===== config.mk =====
export PLATFORM = sky130hd
export DESIGN_NAME = mem_port_arbiter
export DESIGN_NICKNAME = d
export VERILOG_FILES = /design/src/rtl/mem_port_arbiter.sv
export SDC_FILE = /design/constraint.sdc
export NUM_CORES = 1
export LEC_CHECK = 0
export ABC_CLOCK_PERIOD_IN_PS = 1600
export CAP_MARGIN = 20
export CORE_MARGIN = 5
export CORE_UTILIZATION = 37
export DETAILED_ROUTE_END_ITERATION = 10
export GPL_TIMING_DRIVEN = 0
export MAX_ROUTING_LAYER = met4
export PLACE_DENSITY = 0.83
export SETUP_SLACK_MARGIN = 0.05
export SLEW_MARGIN = 15
export SYNTH_ARGS = -nofsm -noshare
export SYNTH_HDL_FRONTEND = slang
export SYNTH_SLANG_ARGS = --single-unit

===== constraint.sdc =====
create_clock -name clk -period 1.6 [get_ports clk]
set_input_delay 0.4 -clock clk [delete_from_list [all_inputs] [get_ports clk]]
set_output_delay 0.4 -clock clk [all_outputs]
set_load 0.01 [all_outputs]

===== src/rtl/mem_port_arbiter.sv =====
// mem_port_arbiter: shares one single-port memory between ifetch (0), data (1) and loader (2).
// Fixed priority 2 > 1 > 0 by default; define MEM_ARB_RR_EN for round-robin arbitration.
module mem_port_arbiter #(
  parameter int AW  = 32,
  parameter int DW  = 32,
  parameter int LAT = 2
) (
  input  logic            clk,
  input  logic            reset,
  input  logic [2:0]      req,
  input  logic [2:0]      we,
  input  logic [3*AW-1:0] addr,
  input  logic [3*DW-1:0] wdata,
  output logic [2:0]      done,
  output logic [DW-1:0]   rdata,
  output logic [1:0]      gnt_id,
  output logic            busy,
  output logic            mem_en,
  output logic            mem_we,
  output logic [AW-1:0]   mem_addr,
  output logic [DW-1:0]   mem_wdata,
  input  logic [DW-1:0]   mem_rdata
);

  localparam int CW = $clog2(LAT + 1);

  typedef enum logic [1:0] {IDLE, BUSY, DONE} state_t;

  state_t        state_q, state_d;
  logic [CW-1:0] cnt_q, cnt_d;
  logic [2:0]    mask_q, mask_d;
  logic [2:0]    done_d;
  logic [DW-1:0] rdata_d;
  logic [1:0]    gnt_d;
  logic          busy_d, mem_en_d, mem_we_d;
  logic [AW-1:0] mem_addr_d;
  logic [DW-1:0] mem_wdata_d;
  logic [2:0]    elig;
  logic [1:0]    win;

  // The requester that just finished is hidden for exactly one IDLE cycle.
  assign elig = req & ~mask_q;

`ifdef MEM_ARB_RR_EN
  logic [1:0] rr_q, rr_d;
  logic [1:0] cand;
  logic       found;

  function automatic logic [1:0] inc3(input logic [1:0] x);
    return (x == 2'd2) ? 2'd0 : x + 2'd1;
  endfunction

  always_comb begin
    win   = 2'd0;
    found = 1'b0;
    cand  = rr_q;
    for (int i = 0; i < 3; i++) begin
      if (!found && elig[cand]) begin
        win   = cand;
        found = 1'b1;
      end
      cand = inc3(cand);
    end
  end

  always_comb begin
    rr_d = rr_q;
    if (state_q == DONE) rr_d = inc3(gnt_id);
  end

  always_ff @(posedge clk) begin
    if (reset) rr_q <= 2'd0;
    else       rr_q <= rr_d;
  end
`else
  always_comb begin
    if (elig[2])      win = 2'd2;
    else if (elig[1]) win = 2'd1;
    else              win = 2'd0;
  end
`endif

  always_comb begin
    state_d     = state_q;
    cnt_d       = cnt_q;
    mask_d      = mask_q;
    done_d      = 3'b000;
    rdata_d     = rdata;
    gnt_d       = gnt_id;
    busy_d      = busy;
    mem_en_d    = 1'b0;
    mem_we_d    = 1'b0;
    mem_addr_d  = mem_addr;
    mem_wdata_d = mem_wdata;
    case (state_q)
      IDLE: begin
        mask_d = 3'b000;
        if (|elig) begin
          state_d     = BUSY;
          cnt_d       = '0;
          gnt_d       = win;
          busy_d      = 1'b1;
          mem_en_d    = 1'b1;
          mem_we_d    = we[win];
          mem_addr_d  = addr[int'(win)*AW +: AW];
          mem_wdata_d = wdata[int'(win)*DW +: DW];
        end
      end
      BUSY: begin
        cnt_d = cnt_q + CW'(1);
        // cnt reaches LAT in the cycle mem_rdata becomes valid.
        if (cnt_q == CW'(LAT)) begin
          rdata_d = mem_rdata;
          done_d  = 3'b001 << gnt_id;
          cnt_d   = '0;
          state_d = DONE;
        end
      end
      DONE: begin
        mask_d  = 3'b001 << gnt_id;
        gnt_d   = 2'd3;
        busy_d  = 1'b0;
        state_d = IDLE;
      end
      default: begin
        state_d = IDLE;
        gnt_d   = 2'd3;
        busy_d  = 1'b0;
      end
    endcase
  end

  always_ff @(posedge clk) begin
    if (reset) begin
      state_q   <= IDLE;
      cnt_q     <= '0;
      mask_q    <= 3'b000;
      done      <= 3'b000;
      rdata     <= '0;
      gnt_id    <= 2'd3;
      busy      <= 1'b0;
      mem_en    <= 1'b0;
      mem_we    <= 1'b0;
      mem_addr  <= '0;
      mem_wdata <= '0;
    end else begin
      state_q   <= state_d;
      cnt_q     <= cnt_d;
      mask_q    <= mask_d;
      done      <= done_d;
      rdata     <= rdata_d;
      gnt_id    <= gnt_d;
      busy      <= busy_d;
      mem_en    <= mem_en_d;
      mem_we    <= mem_we_d;
      mem_addr  <= mem_addr_d;
      mem_wdata <= mem_wdata_d;
    end
  end

endmodule


==> metrics.csv, run 1 <==
metric;value;unit
TritonRoute pass-1 iters;4;
Synth Area per Inst;8.33;µm²
root buffer cell;clkbuf_16;
final hold violations;0;
GRT Overall Usage;26.0;%
core region area;0.0140;mm²
Clk Latency, worst-skew pair;360;ps
htree depth;3;
Routed Antenna Nets;0;
die area;0.0169;mm²
hold path cells;2;
first-pass GRT wire length;33.2;mm
outcome;completed;
Avg Vias per Cell;5.31;
worst slew pin tran;481;ps
Detailed Place HPWL;17.4;mm
vias in the first global route;6155;
share of layout cells above drive strength 1;13.7;%
fin crit share;95.4;%
Synthesis Warnings;0;
Area contributors post-synth;dfxtp_1, and3b_1, o32ai_1;
Initial Util;38.1;%
sequential-to-total area share from yosys stat;41.7;%
Clk pin slew, worst setup/hold paths;80;ps
Syn Inst Count;640;
largest net degree at the start of global routing;22;
fin area;0.00982;mm²
Sink Count;111;
number of distinct library cells after synthesis;33;
Mapped Area;0.00533;mm²
initial antenna violation count;1;
# IOs;336;
cell row count;43;
Max VDD drop;618;µV
area post-placement;0.00890;mm²
Die Wd;130;µm
Mapped Nets;872;
Routed WL;23.6;mm
CP required;1860;ps
vias;6283;
kind of critical path;reg -> reg;
crit path max fanout;10;
CTS buffer count;9;
area grow syn2layout;84.2;%
grt ovf;0;
cell taking the most area after synthesis;dfxtp_1;
#FFs+latches synth;111;
Clock Path Buffers;2;
GPL Wtd Cong;0.938;
Max Cap Viol;0;
endpoints failing setup;0;
wire per inst;19.9;µm
Final min period;1530;ps
Die H;130;µm
FF-to-FF path depth;6;
port bufs;334;
Relative slew margins;68.0;%
Lkg Pwr;4.20;nW
min-delay worst type;reg -> reg;
Pwr Density;752;mW/mm²
RSZ-0062 raised after global routing;yes;
DRC errors left;0;
Design Power;0.00739;W
Iter 0 DRT Violations;319;
CP Capture Type;flip-flop;
Synth top area share;41.7;%
Hold-fix buffers, CTS;0;
nets@finish;1228;
CP startpoint kind;flip-flop;
Max Fclk;655;MHz
# fillers;1114;
Slew Viols, Final;0;
Worst Skew;13.5;ps
WP data arrival;1790;ps
CTS tree;built;
[critical path, stage by stage, from the launching register on]
cell	delay, ps
dfxtp_1	310
buf_4	170
nor2_4	130
o311ai_4	170
buf_12	200
clkbuf_16	160
o32ai_1	290
[routing by layer]
metal	track usage (%)	vias up	routed length, µm
met5	-	-	0
met4	9.47	0	854
met3	6.59	65	2150
met2	43.1	311	11400
met1	30.5	2911	9200
li1	-	2996	-
[cell usage in the layout, fill, tap and decap left out, types with 3 or more instances in the layout]
cell / Yosys / final
inv_1: 71 / 71
clkbuf_2: 1 / 12
a21oi_1: 35 / 35
dfxtp_1: 111 / 109
nand2b_1: 3 / 3
o32ai_2: 0 / 20
buf_2: 23 / 8
a211oi_1: 65 / 45
buf_4: 2 / 11
and3b_1: 64 / 64
nor2_1: 71 / 71
clkbuf_16: 0 / 13
buf_6: 4 / 13
clkbuf_8: 0 / 4
dlygate4sd2_1: 0 / 105
nand2_1: 65 / 65
o32ai_1: 64 / 43
buf_8: 0 / 4
clkbuf_4: 0 / 12
clkbuf_1: 34 / 6
clkdlybuf4s50_1: 0 / 227
a211oi_2: 0 / 19
nor4_1: 3 / 3
[timing repair]
action / 4_1_cts / 5_1_grt
setup endpoints to repair: 197 / 95
cloned: 0 / 5
pin swaps: 1 / 4
gates resized for setup: 197 / 60
buffers inserted: 4 / 2
[final timing paths]
check | start | slack [ps] | endpoint
max | state_q[1] | 70 | mem_wdata[7]
min | rdata[8] | 450 | rdata[8]
max reg2reg | state_q[1] | 70 | mem_wdata[7]
min reg2reg | rdata[8] | 450 | rdata[8]
[report_power, final]
part           switching (W)  internal [W]  total (W)
combinational       0.000797       0.00110    0.00190
clock                0.00119       0.00127    0.00246
sequential         0.0000922       0.00294    0.00303
[cell usage after synthesis, drive strengths merged]
library cell	n
dfxtp	111
nor2	72
inv	71
a211oi	65
nand2	65
and3b	64
o32ai	64
a21oi	35
clkbuf	35
buf	30
nand2b	3
nor2b	3
nor4	3
nor4bb	3
a31oi	2
o221ai	2
a311oi	1
a32oi	1
a41oi	1
mux2i	1
nand4	1
nand4bb	1
nor4b	1
o21a	1
o21ai	1
o21ba	1
o311a	1
o311ai	1
[flip-flops by register name, summed over array words and instances, names as in the netlist, 2 cells and up]
register   cells
cnt_q          2
done           3
gnt_id         2
mask_q         3
mem_addr      32
mem_wdata     32
rdata         32
state_q        2
[cell type report]
type / instances / area [µm²] / area share, %
antenna: 2 / 5.00 / 0.0509
inverter: 71 / 267 / 2.71
tap: 180 / 225 / 2.29
clock buffer: 9 / 225 / 2.29
clock inverter: 7 / 101 / 1.03
sequential: 111 / 2220 / 22.6
buffer: 65 / 534 / 5.44
multi-input combinational: 393 / 2860 / 29.1
timing repair buffer: 345 / 3380 / 34.4
[kinds of logic after synthesis]
| family | after synthesis | synth area share [%] |
|---|---|---|
| DFF | 111 | 41.7 |
| buffers and inverters | 136 | 10.8 |
| muxes | 1 | 0.188 |
| AOI/OAI and AO/OA | 176 | 24.9 |
| and+or+nand+nor | 216 | 22.4 |
[through the flow]
step	TNS (ps)	instances	worst slack (ps)	util (%)	hold slack, ps
final	0	1183	73.9	70.2	453
after global placement	-48230	1154	-738	63.6	439
after detailed placement	-48160	1154	-737	63.6	444
after floorplan	0	640	129	-	468
after global routing	0	1182	5.78	70.2	467
after CTS	0	1174	43.4	67.4	403
No activity file was read; power rests on OpenSTA's default activity.
==> run 2, diff against run 1 <==
CORE_AREA = 5 5 129 131   (was not set)
CORE_MARGIN = not set   (was 5)
CORE_UTILIZATION = not set   (was 37)
CTS_BUF_LIST = sky130_fd_sc_hd__clkbuf_2   (was not set)
DIE_AREA = 0 0 134 136   (was not set)
PLACE_DENSITY = 0.79   (was 0.83)
==> run 2 against run 1 <==
Effect of this change: the flow now finishes with violations (negative setup slack); via count increased by 1.2%; power is 8.4% lower; clock power fell by 42%; highest routed layer unchanged.
==> metrics.csv, run 2 (same netlist as run 1, synthesis figures left out) <==
metric;value;unit;change
share of layout cells above drive strength 1;37.4;%;was 13.7%
# IOs;336;;unchanged
largest net degree at the start of global routing;20;;was 22
Worst R2R End;mem_wdata[26];;was mem_wdata[7]
Clock Path Buffers;2;;unchanged
endpoints failing setup;1;;was 0
vias in the first global route;6320;;was 6155
Slew Viols, Final;0;;unchanged
hold path cells;4;;was 2
GRT Overall Usage;23.9;%;was 26.0%
Critical-path top delay cell;dfxtp_2;;was dfxtp_1
Lkg Pwr;4.08;nW;was 4.20 nW
TritonRoute pass-1 iters;4;;unchanged
Final min period;1600;ps;was 1530 ps
crit path cell chain;nand2b_1 -> buf_6 -> buf_12 -> buf_12 -> a211oi_4 -> o32ai_4;;was buf_4 -> nor2_4 -> o311ai_4 -> buf_12 -> clkbuf_16 -> o32ai_1
final hold violations;0;;unchanged
Die Wd;134;µm;was 130 µm
Routed Antenna Nets;0;;unchanged
wire per inst;20.1;µm;was 19.9 µm
Inserted Diodes;0;;was 2
kind of critical path;reg -> reg;;unchanged
nets@finish;1236;;was 1228
GPL Wtd Cong;0.875;;was 0.938
Worst Skew;37.0;ps;was 13.5 ps
most common cell after layout, fill and taps aside;clkdlybuf4s50_1;;unchanged
Bufs and invs on worst path;3;;unchanged
Detailed Place HPWL;17.0;mm;was 17.4 mm
FF-to-FF path depth;6;;unchanged
cell mode on critical path;buf_12;;
failing checks;negative setup slack;;
Top delay family on crit path;compound AO/OA/AOI/OAI gates;;was buffers and inverters
final cell count without fillers;1201;;was 1183
Routed WL;24.2;mm;was 23.6 mm
core region area;0.0155;mm²;was 0.0140 mm²
Avg Vias per Cell;5.29;;was 5.31
port bufs;334;;unchanged
grt ovf;0;;unchanged
Pwr Density;651;mW/mm²;was 752 mW/mm²
fin crit share;100;%;was 95.4%
placed insts;1166;;was 1154
min-delay worst type;in -> reg;;was reg -> reg
WP data arrival;2140;ps;was 1790 ps
root buffer cell;clkbuf_2;;was clkbuf_16
fin area;0.0104;mm²;was 0.00982 mm²
dpl ws;-788;ps;was -737 ps
Relative slew margins;66.5;%;was 68.0%
Max Cap Viol;0;;unchanged
cell row count;46;;was 43
CP startpoint kind;flip-flop;;unchanged
htree depth;3;;unchanged
most frequent cells in the layout;clkdlybuf4s50_1, buf_6, dfxtp_2, nor2_1, inv_1;;was clkdlybuf4s50_1, dfxtp_1, dlygate4sd2_1, nor2_1, inv_1
worst slew pin tran;503;ps;was 481 ps
Iter 0 DRT Violations;271;;was 319
area post-placement;0.00892;mm²;was 0.00890 mm²
CTS buffer count;9;;unchanged
largest registers;mem_addr: 32 flops, mem_wdata: 32 flops, rdata: 32 flops;;unchanged
Max Fclk;623;MHz;was 655 MHz
Clk pin slew, worst setup/hold paths;340;ps;was 80 ps
worst-case hold path end point;cnt_q[0];;was rdata[8]
max incr delay on CP;420;ps;was 310 ps
Design Power;0.00676;W;was 0.00739 W
setup slack after layout;-4.37;ps;was 73.9 ps
outcome;finished, violations left;;was completed
area grow syn2layout;94.7;%;was 84.2%
RSZ-0062 raised after global routing;yes;;unchanged
CP required;2140;ps;was 1860 ps
die area;0.0182;mm²;was 0.0169 mm²
hold wc startpoint;reset;;was rdata[8]
CP Capture Type;flip-flop;;unchanged
CTS tree;built;;unchanged
crit path max fanout;10;;unchanged
Max VDD drop;409;µV;was 618 µV
worst flop-to-flop path startpoint;mask_q[1];;was state_q[1]
first-pass GRT wire length;33.5;mm;was 33.2 mm
DRC errors left;0;;unchanged
Clk Latency, worst-skew pair;640;ps;was 360 ps
R2R Setup Slk;-4;ps;was 70 ps
Initial Util;34.5;%;was 38.1%
Fin Hold WS;191;ps;was 453 ps
initial antenna violation count;0;;was 1
vias;6356;;was 6283
Sink Count;111;;unchanged
Die H;136;µm;was 130 µm
-- run 2: cell types whose count changed in the layout (fill, tap and decap cells not counted), sizes merged --
cell,change
dlymetal6s2s,-2
clkinv,-1
inv,+1
clkbuf,-4
diode,-2
dlygate4sd2,-105
buf,+116
clkdlybuf4s50,+3
-- run 2: metal layers --
metal / up-vias / global-route usage [%] / part of all wire, %
met5: - / - / 0
met4: 0 / 7.77 / 3.0
met3: 54 / 6.40 / 7.1
met2: 275 / 39.9 / 49
met1: 3033 / 28.0 / 41
li1: 2994 / - / -
-- run 2: metrics by stage --
| step | TNS, ps | util [%] |
|---|---|---|
| 2_1_floorplan | 0 | - |
| 3_3_place_gp | -49430 | 57.6 |
| 3_5_place_dp | -51330 | 57.6 |
| 4_1_cts | -936 | 61.4 |
| 5_1_grt | -4470 | 67.1 |
| 6_report | -4.37 | 67.1 |
-- run 2: how the worst max path moves through the flow --
stage	depth (start not counted)	slack (ps)	end	startpoint
global route	1	-100	rdata[26]	rdata[26]
floorplan	5	130	mem_addr[15]	reset
detailed placement	6	-790	mem_addr[18]	req[2]
global placement	6	-760	mem_wdata[4]	req[2]
CTS	1	-50	gnt_id[1]	gnt_id[1]
finish	6	-4	mem_wdata[26]	mask_q[1]
-- run 2: final cells by class --
class / count / area (µm²)
tap: 192 / 240
inverter: 71 / 267
timing repair buffer: 353 / 3640
fill: 1211 / 5100
clock buffer: 9 / 45.0
sequential: 111 / 2360
multi-input combinational: 393 / 3170
clock inverter: 7 / 78.8
buffer: 65 / 584
-- run 2: what timing repair did --
action | CTS | global route
cloned | 0 | 3
setup endpoints to repair | 203 | 199
gates resized for setup | 694 | 163
setup buffers | 9 | 7
hold buffers | 0 | 0
pin swaps | 1 | 32
-- run 2: tightest hold or removal path, cell delays in order --
cell,delay (ps)
buf_2,170
inv_1,110
o21ai_0,90
a21oi_1,40
-- run 2: power by group --
part           internal (W)  switching (W)
clock              0.000386        0.00105
sequential          0.00298       0.000135
combinational       0.00132       0.000896
total               0.00469        0.00208
==> run 3, diff against run 2 <==
ABC_CLOCK_PERIOD_IN_PS = 1700   (was 1600)
PLACE_DENSITY = 0.77   (was 0.79)
clock period = 1.7 ns   (was 1.6 ns; I/O delays follow)
==> run 3 against run 2 <==
Effect of this change: the run now ends clean; clock skew decreased by 3.3 ps; combinational power decreased by 24%; wire length shrank 6.8%; sequential share of layout area grew 2.4 points; cell count fell by 0.58%; worst setup slack gained 97 ps; worst hold slack worse by 10 ps; design area decreased by 9.9%; critical path depth shrank 5; via count decreased by 3.6%; count of clock-buffer cells in the layout is the same; clock power fell by 12%.
==> metrics.csv, run 3 (same netlist as run 1, synthesis figures left out) <==
metric;value;unit;change
outcome;completed;;was finished, violations left
Top delay family on crit path;flip-flops;;was compound AO/OA/AOI/OAI gates
crit path max fanout;2;;was 10
Max Fclk;622;MHz;
CP Capture Type;primary output;;was flip-flop
min-delay worst type;in -> reg;;unchanged
Bufs and invs on worst path;1;;was 3
Initial Util;34.5;%;unchanged
CTS tree;built;;unchanged
Worst Skew;33.7;ps;was 37.0 ps
Max VDD drop;434;µV;was 409 µV
RSZ-0062 raised after global routing;yes;;unchanged
Lkg Pwr;3.78;nW;was 4.08 nW
combinational share of power;28.9;%;was 32.7%
initial antenna violation count;1;;was 0
Design Power;0.00587;W;was 0.00676 W
power share of the sequential group;49.7;%;was 46.1%
crit path cell chain;buf_6;;was nand2b_1 -> buf_6 -> buf_12 -> buf_12 -> a211oi_4 -> o32ai_4
Die H;136;µm;unchanged
cell row count;46;;unchanged
Hold-fix buffers, CTS;0;;unchanged
switching share of power;30.8;%;was 30.7%
vias in the first global route;6291;;was 6320
fin area;0.00936;mm²;was 0.0104 mm²
GRT Overall Usage;24.0;%;was 23.9%
worst slew pin tran;485;ps;was 503 ps
vias;6126;;was 6356
Final min period;1610;ps;
most frequent cells in the layout;clkdlybuf4s50_1, dfxtp_2, buf_6, nor2_1, inv_1;;was clkdlybuf4s50_1, buf_6, dfxtp_2, nor2_1, inv_1
Die Wd;134;µm;unchanged
fin crit share;94.6;%;
GPL Wtd Cong;0.913;;was 0.875
largest registers;mem_addr: 32 flops, mem_wdata: 32 flops, rdata: 32 flops;;unchanged
Relative slew margins;67.7;%;was 66.5%
DRC errors left;0;;unchanged
Clock Path Buffers;2;;unchanged
WP data arrival;1180;ps;was 2140 ps
clock power share;21.5;%;was 21.2%
Detailed Place HPWL;17.1;mm;was 17.0 mm
CTS buffer count;9;;unchanged
area grow syn2layout;75.5;%;was 94.7%
htree depth;3;;unchanged
CP required;1270;ps;was 2140 ps
CP startpoint kind;flip-flop;;unchanged
Sink Count;111;;unchanged
Max Cap Viol;0;;unchanged
port bufs;334;;unchanged
# fillers;1379;;was 1211
Critical-path top delay cell;dfxtp_2;;unchanged
endpoints failing setup;0;;was 1
core region area;0.0155;mm²;unchanged
Clk pin slew, worst setup/hold paths;360;ps;was 340 ps
Avg Vias per Cell;5.13;;was 5.29
TritonRoute pass-1 iters;4;;unchanged
root buffer cell;clkbuf_2;;unchanged
dpl ws;-702;ps;was -788 ps
Routed Antenna Nets;0;;unchanged
Iter 0 DRT Violations;257;;was 271
most common cell after layout, fill and taps aside;clkdlybuf4s50_1;;unchanged
kind of critical path;reg -> out;;was reg -> reg
Routed WL;22.5;mm;was 24.2 mm
Slew Viols, Final;0;;unchanged
# IOs;336;;unchanged
share of layout cells above drive strength 1;29.4;%;was 37.4%
Power Internal;0.00407;W;was 0.00469 W
sw power;0.00181;W;was 0.00208 W
grt ovf;0;;unchanged
wire per inst;18.9;µm;was 20.1 µm
final cell count without fillers;1194;;was 1201
first-pass GRT wire length;33.6;mm;was 33.5 mm
final hold violations;0;;unchanged
placed insts;1166;;unchanged
largest net degree at the start of global routing;22;;was 20
Pwr Density;627;mW/mm²;was 651 mW/mm²
area post-placement;0.00892;mm²;unchanged
die area;0.0182;mm²;unchanged
nets@finish;1228;;was 1236
max incr delay on CP;450;ps;was 420 ps
setup_tns;0;ps;was -4.37 ps
Clk Latency, worst-skew pair;620;ps;was 640 ps
setup slack after layout;92.4;ps;was -4.37 ps
[run 3: changes by cell type in the layout (fill, tap and decap cells not counted), moves of 8 or more]
| cell | change |
|---|---|
| a211oi_1 | +35 |
| a211oi_2 | -25 |
| a211oi_4 | -10 |
| buf_2 | +29 |
| buf_6 | -29 |
| buf_8 | -8 |
| o32ai_1 | +30 |
| o32ai_2 | -22 |
| o32ai_4 | -8 |
[run 3: what timing repair did]
action	CTS	global route
resized for setup	576	110
pin swaps	0	1
buffers inserted	7	4
hold endpoints to repair	0	0
setup endpoints to repair	172	171
[run 3: final timing paths]
check,from,end,slack [ps],depth (start not counted)
min,reset,state_q[0],180,3
max reg2reg,mask_q[2],mem_wdata[11],120,5
min reg2reg,mem_addr[5],mem_addr[5],470,2
max,mem_addr[18],mem_addr[18],90,1
[run 3: tightest hold or removal path, delay by kind of cell]
kind / cells / cell delay, ps
simple gates: 1 / 70
compound gates: 1 / 110
buf+inv: 1 / 180
[run 3: final cells by class]
cell class	count	area (µm²)	area share (%)
multi-input combinational	393	2590	27.7
inverter	71	267	2.85
antenna	1	2.50	0.0267
clock buffer	9	45.0	0.481
clock inverter	7	71.3	0.762
buffer	65	403	4.30
tap	192	240	2.57
timing repair buffer	345	3390	36.2
sequential	111	2350	25.1
[run 3: metal layers]
metal | global-route usage (%) | share of wire, % | up-vias | routed length [µm]
met5 | - | 0 | - | 0
met4 | 8.23 | 2.7 | 0 | 606
met3 | 4.37 | 6.5 | 34 | 1460
met2 | 40.4 | 48 | 247 | 10900
met1 | 29.1 | 43 | 2861 | 9600
li1 | - | - | 2984 | -
[run 3: metrics by stage]
step / hold slack (ps) / utilization, %
after floorplan: 468 / -
after global placement: 439 / 57.6
after detailed placement: 443 / 57.6
after CTS: 51.6 / 57.7
after global routing: 96.0 / 60.5
final: 180 / 60.5
[run 3: power by group through the flow]
stage | clock (W) | combinational [W] | sequential [W]
2_1_floorplan | 0 | 0.000535 | 0.00299
3_3_place_gp | 0 | 0.00164 | 0.00291
3_5_place_dp | 0 | 0.00165 | 0.00292
4_1_cts | 0.00132 | 0.00159 | 0.00290
5_1_grt | 0.00140 | 0.00182 | 0.00295
6_report | 0.00126 | 0.00169 | 0.00292
